[config.mk]
export PLATFORM = sky130hd
export DESIGN_NAME = frac_decim
export DESIGN_NICKNAME = d
export VERILOG_FILES = /design/src/rtl/frac_decim.sv
export SDC_FILE = /design/constraint.sdc
export NUM_CORES = 1
export LEC_CHECK = 0
export ABC_AREA = 1
export CAP_MARGIN = 5
export CELL_PAD_IN_SITES_DETAIL_PLACEMENT = 2
export CELL_PAD_IN_SITES_GLOBAL_PLACEMENT = 2
export CORE_MARGIN = 3
export CORE_UTILIZATION = 36
export CTS_BUF_LIST = sky130_fd_sc_hd__clkbuf_2 sky130_fd_sc_hd__clkbuf_4 sky130_fd_sc_hd__clkbuf_8
export DETAILED_ROUTE_END_ITERATION = 8
export MAX_ROUTING_LAYER = met4
export PLACE_DENSITY_LB_ADDON = 0.25
export SLEW_MARGIN = 25
export SYNTH_ARGS = -nofsm -noshare
export SYNTH_HDL_FRONTEND = slang
export SYNTH_SLANG_ARGS = --single-unit
[constraint.sdc]
create_clock -name clk -period 17.3 [get_ports clk]
set_input_delay 2.595 -clock clk [delete_from_list [all_inputs] [get_ports clk]]
set_output_delay 2.595 -clock clk [all_outputs]
set_load 0.005 [all_outputs]
[src/rtl/frac_decim.sv]
// Horizontal fractional decimator: accumulates a fractional output position per
// accepted input pixel and writes one blended pixel to the downscaled line
// buffer each time the position crosses an integer boundary.
module frac_decim #(
  parameter int bitwidth    = 10,
  parameter int fracwidth   = 16,
  parameter int colourwidth = 6
) (
  input  logic                            clk,
  input  logic                            reset,
  input  logic [bitwidth+fracwidth-1:0]   stepsize,
  input  logic [bitwidth-1:0]             offset,
  input  logic [bitwidth-1:0]             limit,
  input  logic                            step_reset,
  input  logic                            step_in,
  input  logic [3*colourwidth-1:0]        pix_in,
  output logic                            wr_en,
  output logic [bitwidth-1:0]             wr_addr,
  output logic [3*colourwidth-1:0]        wr_data,
  output logic                            done
);

  localparam int accwidth = bitwidth + fracwidth;
  localparam int pixwidth = 3 * colourwidth;
  localparam int mixwidth = colourwidth + 2;
  localparam logic [accwidth-1:0] unity = accwidth'(1) << fracwidth;

  logic [accwidth-1:0]  acc;
  logic [bitwidth-1:0]  count;
  logic [bitwidth-1:0]  skip;
  logic [pixwidth-1:0]  prev;

  logic [accwidth-1:0]  step_eff;
  logic [accwidth-1:0]  sum;
  logic                 crossing;
  logic                 accept;
  logic [1:0]           w;
  logic [mixwidth-1:0]  wt_cur;
  logic [mixwidth-1:0]  wt_prev;
  logic [mixwidth-1:0]  cur_ch;
  logic [mixwidth-1:0]  prev_ch;
  logic [mixwidth-1:0]  mix;
  logic [pixwidth-1:0]  blend;
  logic [bitwidth-1:0]  count_next;

  // Next position, crossing detection and the two-tap blend of current and previous pixel
  always_comb begin
    step_eff   = (stepsize > unity) ? unity : stepsize;
    sum        = acc + step_eff;
    crossing   = (sum[accwidth-1:fracwidth] != acc[accwidth-1:fracwidth]);
    accept     = step_in && !step_reset && (skip == '0) && !done;
    count_next = count + bitwidth'(1);
    w          = sum[fracwidth-1 -: 2];
    wt_cur     = mixwidth'(3'd4 - {1'b0, w});
    wt_prev    = mixwidth'(w);
    cur_ch     = '0;
    prev_ch    = '0;
    mix        = '0;
    blend      = '0;
    for (int c = 0; c < 3; c++) begin
      cur_ch  = mixwidth'(pix_in[c*colourwidth +: colourwidth]);
      prev_ch = mixwidth'(prev[c*colourwidth +: colourwidth]);
      mix     = cur_ch * wt_cur + prev_ch * wt_prev;
      blend[c*colourwidth +: colourwidth] = mix[mixwidth-1:2];
    end
  end

  // Line state, skip counter, write-port registers and the limit flag
  always_ff @(posedge clk or posedge reset) begin
    if (reset) begin
      acc     <= '0;
      count   <= '0;
      skip    <= '0;
      prev    <= '0;
      wr_en   <= 1'b0;
      wr_addr <= '0;
      wr_data <= '0;
      done    <= 1'b0;
    end else begin
      wr_en <= 1'b0;
      if (step_reset) begin
        acc   <= '0;
        count <= '0;
        prev  <= '0;
        skip  <= offset;
        done  <= (limit == '0);
      end else if (step_in && !done && (skip != '0)) begin
        skip <= skip - bitwidth'(1);
      end else if (accept) begin
        acc  <= sum;
        prev <= pix_in;
        if (crossing) begin
          wr_en   <= 1'b1;
          wr_addr <= count;
          wr_data <= blend;
          count   <= count_next;
          if (count_next == limit) begin
            done <= 1'b1;
          end
        end
      end
    end
  end

endmodule

==> reports/summary.txt, run 1 <==
Worst Skew: 16.47 ps
Finished Layout Cells: 1639
area delta synth->final: 16.74%
CP most frequent cell: nand2_1
placed instance area: 10120 um^2
post-synth cell types: 50
#FFs+latches synth: 93
cell area after layout: 10330 um^2
Seq pwr share: 48.1%
Resized Gates After CTS: 0
Vias: 8350
P_leak: 0.005311 uW
slew at the pin with the worst max-slew slack: 857.1 ps
Post-layout nets: 1496
setup bufs post-CTS: 0
Finished Core Util: 43.36%
CP required: 17590 ps
vias in the first global route: 9600
grt ovf: 0
clock group share of total power: 37.5%
Startpoint Class: primary input
dpl cells: 1623
CTS max path bufs: 2
number of flops mapped to enable cells by yosys: 0
Top delay family on crit path: adder cells
count of input and output buffers: 97
HPWL after DPL: 23520 um
Reg clk slew, reported paths: 110 ps
Hold WC Path Type: reg -> reg
Seq/Total Area, Yosys: 26.30%
largest net degree at the start of global routing: 60
Iteration-0 DRC Markers: 350
Crit path arrival time: 10440 ps
Mean Syn Cell Area: 7.235 um^2
Post-synth ARST share: 100.0%
clock sink count: 93
Synth Instances: 1223
Max-Slew Margin vs Limit: 42.86%
endpoints failing setup: 0
WL/cell: 18.43 um
Post-DRT Antenna Nets: 0
synth warn: 0
Starting Density: 37.14%
min Tclk post-route: 10150 ps
prevailing post-synth register cell: dfrtp_1
Filler cells: 2893
final count of hold timing violations: 0
# IOs: 98
ANT cells: 0
TNS Setup: 0 ps
RSZ-0062 raised after global routing: no
P_int: 320.8 uW
fraction of layout cells with a size suffix above 1: 7.121%
Placer Congestion: 0.8581
Max H-tree Level: 3
CP max stage cell: ha_1
Final Max Tran Viols: 0
CP Class: in -> reg
Die Ht: 162.8 um
Final Total Pwr: 464.7 uW
first-pass GRT wire length: 49830 um
TritonCTS clock tree: built
max cap viols: 0
status: finished, final reports clean
Comb pwr share: 14.4%
switch share: 30.96%
Vias/cell: 5.095
Synth Cell Area: 8848 um^2
Worst-Skew Late Latency: 410 ps
Detailed Route WL: 30210 um
initial antenna violation count: 0
Max IR drop VDD: 0.00002447 V
switching power: 143.9 uW
PwrDens: 44.98 nW/um^2
num rows: 56
CTS Root Cell: clkbuf_8
Detailed Routing Iterations Pass 1: 4
hold bufs inserted after CTS: 0
period utilisation layout: 58.67%
CTS buffer count: 9
gr usage total: 24.24%
Crit Path Max Fanout: 18
Buf/Inv on CP: 7
crit path capture type: flop
die area: 26500 um^2
Core Area: 23820 um^2
slowest stage delay, CP: 1000 ps
Die W: 162.8 um
Max Freq: 98.52 MHz
DRC viols: 0
## cells in the final DEF (no fill, tap or decap), drive strengths merged, types with 2 or more instances in the layout
| master | count |
|---|---|
| or2 | 3 |
| and2 | 2 |
| nor2 | 118 |
| clkbuf | 9 |
| o22ai | 15 |
| inv | 264 |
| conb | 8 |
| o221ai | 3 |
| xor2 | 28 |
| o21a | 3 |
| nand2 | 313 |
| ha | 67 |
| nand3b | 2 |
| nand4 | 21 |
| nor4 | 8 |
| o211ai | 2 |
| buf | 6 |
| fa | 46 |
| a21oi | 30 |
| o21bai | 2 |
| nor3 | 9 |
| clkinv | 2 |
| xnor2 | 16 |
| dfrtp | 93 |
| nand3 | 83 |
| clkdlybuf4s50 | 97 |
| o21ai | 61 |
## flip-flops by register name, summed over array words and instances, names as in the netlist
name and count:
acc 25, prev 18, wr_data 18, count 10, skip 10, wr_addr 10
done 1, wr_en 1
## Yosys cell counts, types with 12 or more instances
cell type    n  area [um^2]
ha_1        67        838.3
nor2_1     109        409.1
a21oi_1     29        145.1
nand2_1    295         1107
dfrtp_1     93         2327
nand3_1     72        360.4
o21ai_0     38        190.2
o22ai_1     15        93.84
clkbuf_1    15        56.30
nand4_1     21        131.4
inv_1      249        934.7
nand2_2     16        100.1
fa_1        46        920.9
o21ai_1     12        60.06
xor2_1      28        245.2
xnor2_1     16        140.1
## through the flow
| stage | setup WS [ps] | hold slack [ps] |
|---|---|---|
| 3_3_place_gp | 7194 | 464.7 |
| 3_5_place_dp | 6881 | 467.9 |
| 5_1_grt | 6365 | 535.0 |
| 2_1_floorplan | 8478 | 471.9 |
| 6_report | 7149 | 495.5 |
| 4_1_cts | 7172 | 502.2 |
## worst register-to-register path, stage by stage, from the launching register on
cell and delay, ps:
dfrtp_1 410, ha_1 410, nand2_1 80, nand2_1 110, inv_1 60, nand2_1 90, inv_2 30, nand2_1 130
a31oi_1 140, xnor2_1 380, clkinv_1 630, ha_1 1010, nand2_1 180, fa_1 530, inv_1 50, fa_1 490
inv_1 70, fa_1 600, inv_1 70, ha_1 290, nand3_1 100, nand3_1 110, nand2_1 90, nand2_1 50
a21oi_1 160, xnor2_1 130, o21ai_0 100
## cells by family (layout without fill, tap and decap cells)
family / Yosys count / count (layout) / synth area share [%]
buffers and inverters: 289 / 379 / 13.08
AOI/OAI and AO/OA: 124 / 124 / 8.343
other: 1 / 8 / 0.04238
DFF: 93 / 93 / 26.30
and+or+nand+nor: 559 / 559 / 28.00
adders and majority gates: 113 / 113 / 19.88
xor gates and xnor gates: 44 / 44 / 4.355
## power groups by stage
| stage | combinational [uW] | sequential (uW) | clock [uW] |
|---|---|---|---|
| 5_1_grt | 75.7 | 224 | 188 |
| 3_5_place_dp | 67.4 | 228 | 0 |
| 2_1_floorplan | 34.6 | 227 | 0 |
| 3_3_place_gp | 64.2 | 228 | 0 |
| 6_report | 66.7 | 224 | 174 |
| 4_1_cts | 68.1 | 224 | 178 |
## layout make-up
type | count | area [um^2] | area share [%]
Clock inverter | 7 | 90.09 | 0.8721
Timing Repair Buffer | 103 | 1016 | 9.835
Tap cell | 319 | 399.1 | 3.864
Multi-Input combinational cell | 848 | 5395 | 52.23
Sequential cell | 93 | 2327 | 22.53
Inverter | 260 | 978.4 | 9.472
Clock buffer | 9 | 123.9 | 1.199
## worst paths after layout
check / startpoint / endpoint / slack, ps / cells past startpoint
setup reg to reg: acc[6] / wr_data[5] / 10690 / 26
max in group asynchronous: reset / prev[16] / 13510 / 3
min in group asynchronous: reset / wr_addr[0] / 2560 / 2
hold / removal: wr_data[12] / wr_data[12] / 500 / 2
hold reg to reg: wr_data[12] / wr_data[12] / 500 / 2
setup / recovery: stepsize[18] / wr_data[5] / 7150 / 34
## per-layer routing
| layer | track usage [%] | part of all wire [%] | vias to the layer above |
|---|---|---|---|
| met4 | 4.998 | 1.1 | 0 |
| met3 | 2.798 | 3.2 | 21 |
| met1 | 30.77 | 46 | 4235 |
| met2 | 41.91 | 50 | 139 |
| li1 | - | - | 3955 |
| met5 | - | 0 | - |
Note: power is estimated with default switching activity, not from simulation.
==> inputs of run 2 (changes only) <==
--- a/config.mk
+++ b/config.mk
@@ -10,7 +10,7 @@
 export CELL_PAD_IN_SITES_DETAIL_PLACEMENT = 2
 export CELL_PAD_IN_SITES_GLOBAL_PLACEMENT = 2
 export CORE_MARGIN = 3
-export CORE_UTILIZATION = 36
+export CORE_UTILIZATION = 34
 export CTS_BUF_LIST = sky130_fd_sc_hd__clkbuf_2 sky130_fd_sc_hd__clkbuf_4 sky130_fd_sc_hd__clkbuf_8
 export DETAILED_ROUTE_END_ITERATION = 8
 export MAX_ROUTING_LAYER = met4
==> constraint.sdc (replaced) <==
create_clock -name clk -period 9.8 [get_ports clk]
set_input_delay 1.47 -clock clk [delete_from_list [all_inputs] [get_ports clk]]
set_output_delay 1.47 -clock clk [all_outputs]
set_load 0.005 [all_outputs]
==> reports/summary.txt, run 2 (same netlist as run 1, synthesis figures left out) <==
P_leak: 0.005295 uW
most common cell after layout, fill and taps aside: nand2_1
WL/cell: 17.98 um
Hold Crit Start: wr_data[7]
max cap viols: 0
max FFs per register: 25
initial antenna violation count: 0
Iteration-0 DRC Markers: 304
uppermost routed layer: met4
Crit Path Max Fanout: 18
Resized Gates After CTS: 0
register area: 2327 um^2
# IOs: 98
ANT cells: 0
Crit path arrival time: 8960 ps
CTS max path bufs: 2
Max-Slew Margin vs Limit: 43.80%
grt ovf: 0
status: finished, final reports clean
largest net degree at the start of global routing: 57
CP Class: in -> reg
area delta synth->final: 16.74%
Worst-Skew Late Latency: 420 ps
Buf/Inv on CP: 8
Die Ht: 167.3 um
most frequent cells in the layout: nand2_1 (295), inv_1 (247), nor2_1 (109)
Setup WS post-layout: 1127 ps
Core Area: 25400 um^2
worst reg2reg path startpoint: acc[5]
setup bufs post-CTS: 0
HPWL after DPL: 22990 um
TritonCTS clock tree: built
gr usage total: 22.41%
CP required: 10090 ps
slowest stage delay, CP: 750 ps
TNS Setup: 0 ps
fraction of layout cells with a size suffix above 1: 7.127%
Die W: 167.3 um
Place WS: 685.0 ps
Startpoint Class: primary input
met3 routed WL: 777 um
min Tclk post-route: 8673 ps
Max Freq: 115.3 MHz
Detailed Routing Iterations Pass 1: 5
Vias/cell: 5.032
multi-input combinational cell area: 5403 um^2
CTS Root Cell: clkbuf_8
Final Max Tran Viols: 0
endpoints failing setup: 0
Filler cells: 3066
count of input and output buffers: 97
slew at the pin with the worst max-slew slack: 842.9 ps
Vias: 8298
RSZ-0062 raised after global routing: no
period utilisation layout: 88.50%
final count of hold timing violations: 0
Post-DRT Antenna Nets: 0
Worst Skew: 22.54 ps
register with the most flip-flops: acc
Largest regs: acc (25), prev (18), wr_data (18)
CP max stage cell: ha_1
CP startpoint: stepsize[18]
Detailed Route WL: 29650 um
DRC viols: 0
Reg clk slew, reported paths: 130 ps
Hold WC Path Type: reg -> reg
Max H-tree Level: 3
hold bufs inserted after CTS: 0
num rows: 58
clock sink count: 93
Top delay family on crit path: adder cells
die area: 28000 um^2
crit path capture type: flop
vias in the first global route: 9327
Starting Density: 34.84%
CTS buffer count: 9
Max IR drop VDD: 0.00005300 V
first-pass GRT wire length: 49310 um
Met2 Routed Length: 14470 um
met1 wire length: 13820 um
PwrDens: 77.79 nW/um^2
Post-layout nets: 1495
Placer Congestion: 0.8707
==> run 2: changes by cell type in the layout (fill, tap and decap cells not counted) <==
cell / previous run / this run
nand3_2: 12 / 11
inv_1: 248 / 247
clkinv_4: 1 / 3
bufinv_16: 1 / 0
inv_6: 2 / 0
buf_4: 6 / 5
inv_2: 10 / 11
clkinv_8: 0 / 1
nand3_4: 0 / 1
==> run 2: worst paths after layout <==
check / slack (ps) / cells after the start / to
max: 1130 / 33 / wr_data[17]
min: 500 / 2 / wr_data[7]
max reg2reg: 3560 / 24 / wr_data[17]
min reg2reg: 500 / 2 / wr_data[7]
max in group asynchronous: 7150 / 3 / acc[12]
min in group asynchronous: 1450 / 2 / wr_addr[8]
==> run 2: area by class of cell <==
type                            instances  share of cell area [%]
Clock buffer                            9                   1.199
Timing Repair Buffer                  102                   9.763
Tap cell                              330                   3.997
Clock inverter                          7                  0.7389
Multi-Input combinational cell        848                   52.30
Sequential cell                        93                   22.53
Inverter                              260                   9.472
==> run 2: metal layers <==
metal / global-route usage (%) / vias up
met1: 28.62 / 4188
li1: - / 3951
met3: 2.762 / 39
met5: - / -
met2: 37.99 / 120
met4: 5.585 / 0
==> run 2: power by group <==
part | internal [uW] | switching (uW) | leakage (uW)
Clock | 101 | 188 | 0.000102
Combinational | 51.0 | 68.0 | 0.00392
Sequential | 389 | 5.30 | 0.00128
==> run 2: metrics by stage <==
step	total power, uW	util [%]	cell area [um^2]	hold slack (ps)	instances
2_1_floorplan	462.0	-	8875	471.9	1230
3_3_place_gp	517.0	39.85	10120	463.2	1633
3_5_place_dp	523.2	39.85	10120	468.5	1633
4_1_cts	820.1	40.64	10320	502.5	1649
5_1_grt	846.0	40.67	10330	532.2	1649
6_report	803.6	40.67	10330	498.5	1649
==> run 2: worst register-to-register path, stage by stage (launching register included) <==
cell	delay, ps
dfrtp_1	420
ha_1	390
nand2_1	240
inv_1	70
nand2_1	100
nand3_1	200
a31o_2	270
xor2_1	390
inv_1	150
ha_1	750
nand2_1	170
fa_1	530
inv_1	50
fa_1	480
inv_1	60
fa_1	610
inv_1	80
ha_1	290
nand3_1	80
nand3_1	130
nand2_1	110
nand2_1	60
a21oi_1	190
xnor2_1	170
o21ai_0	130
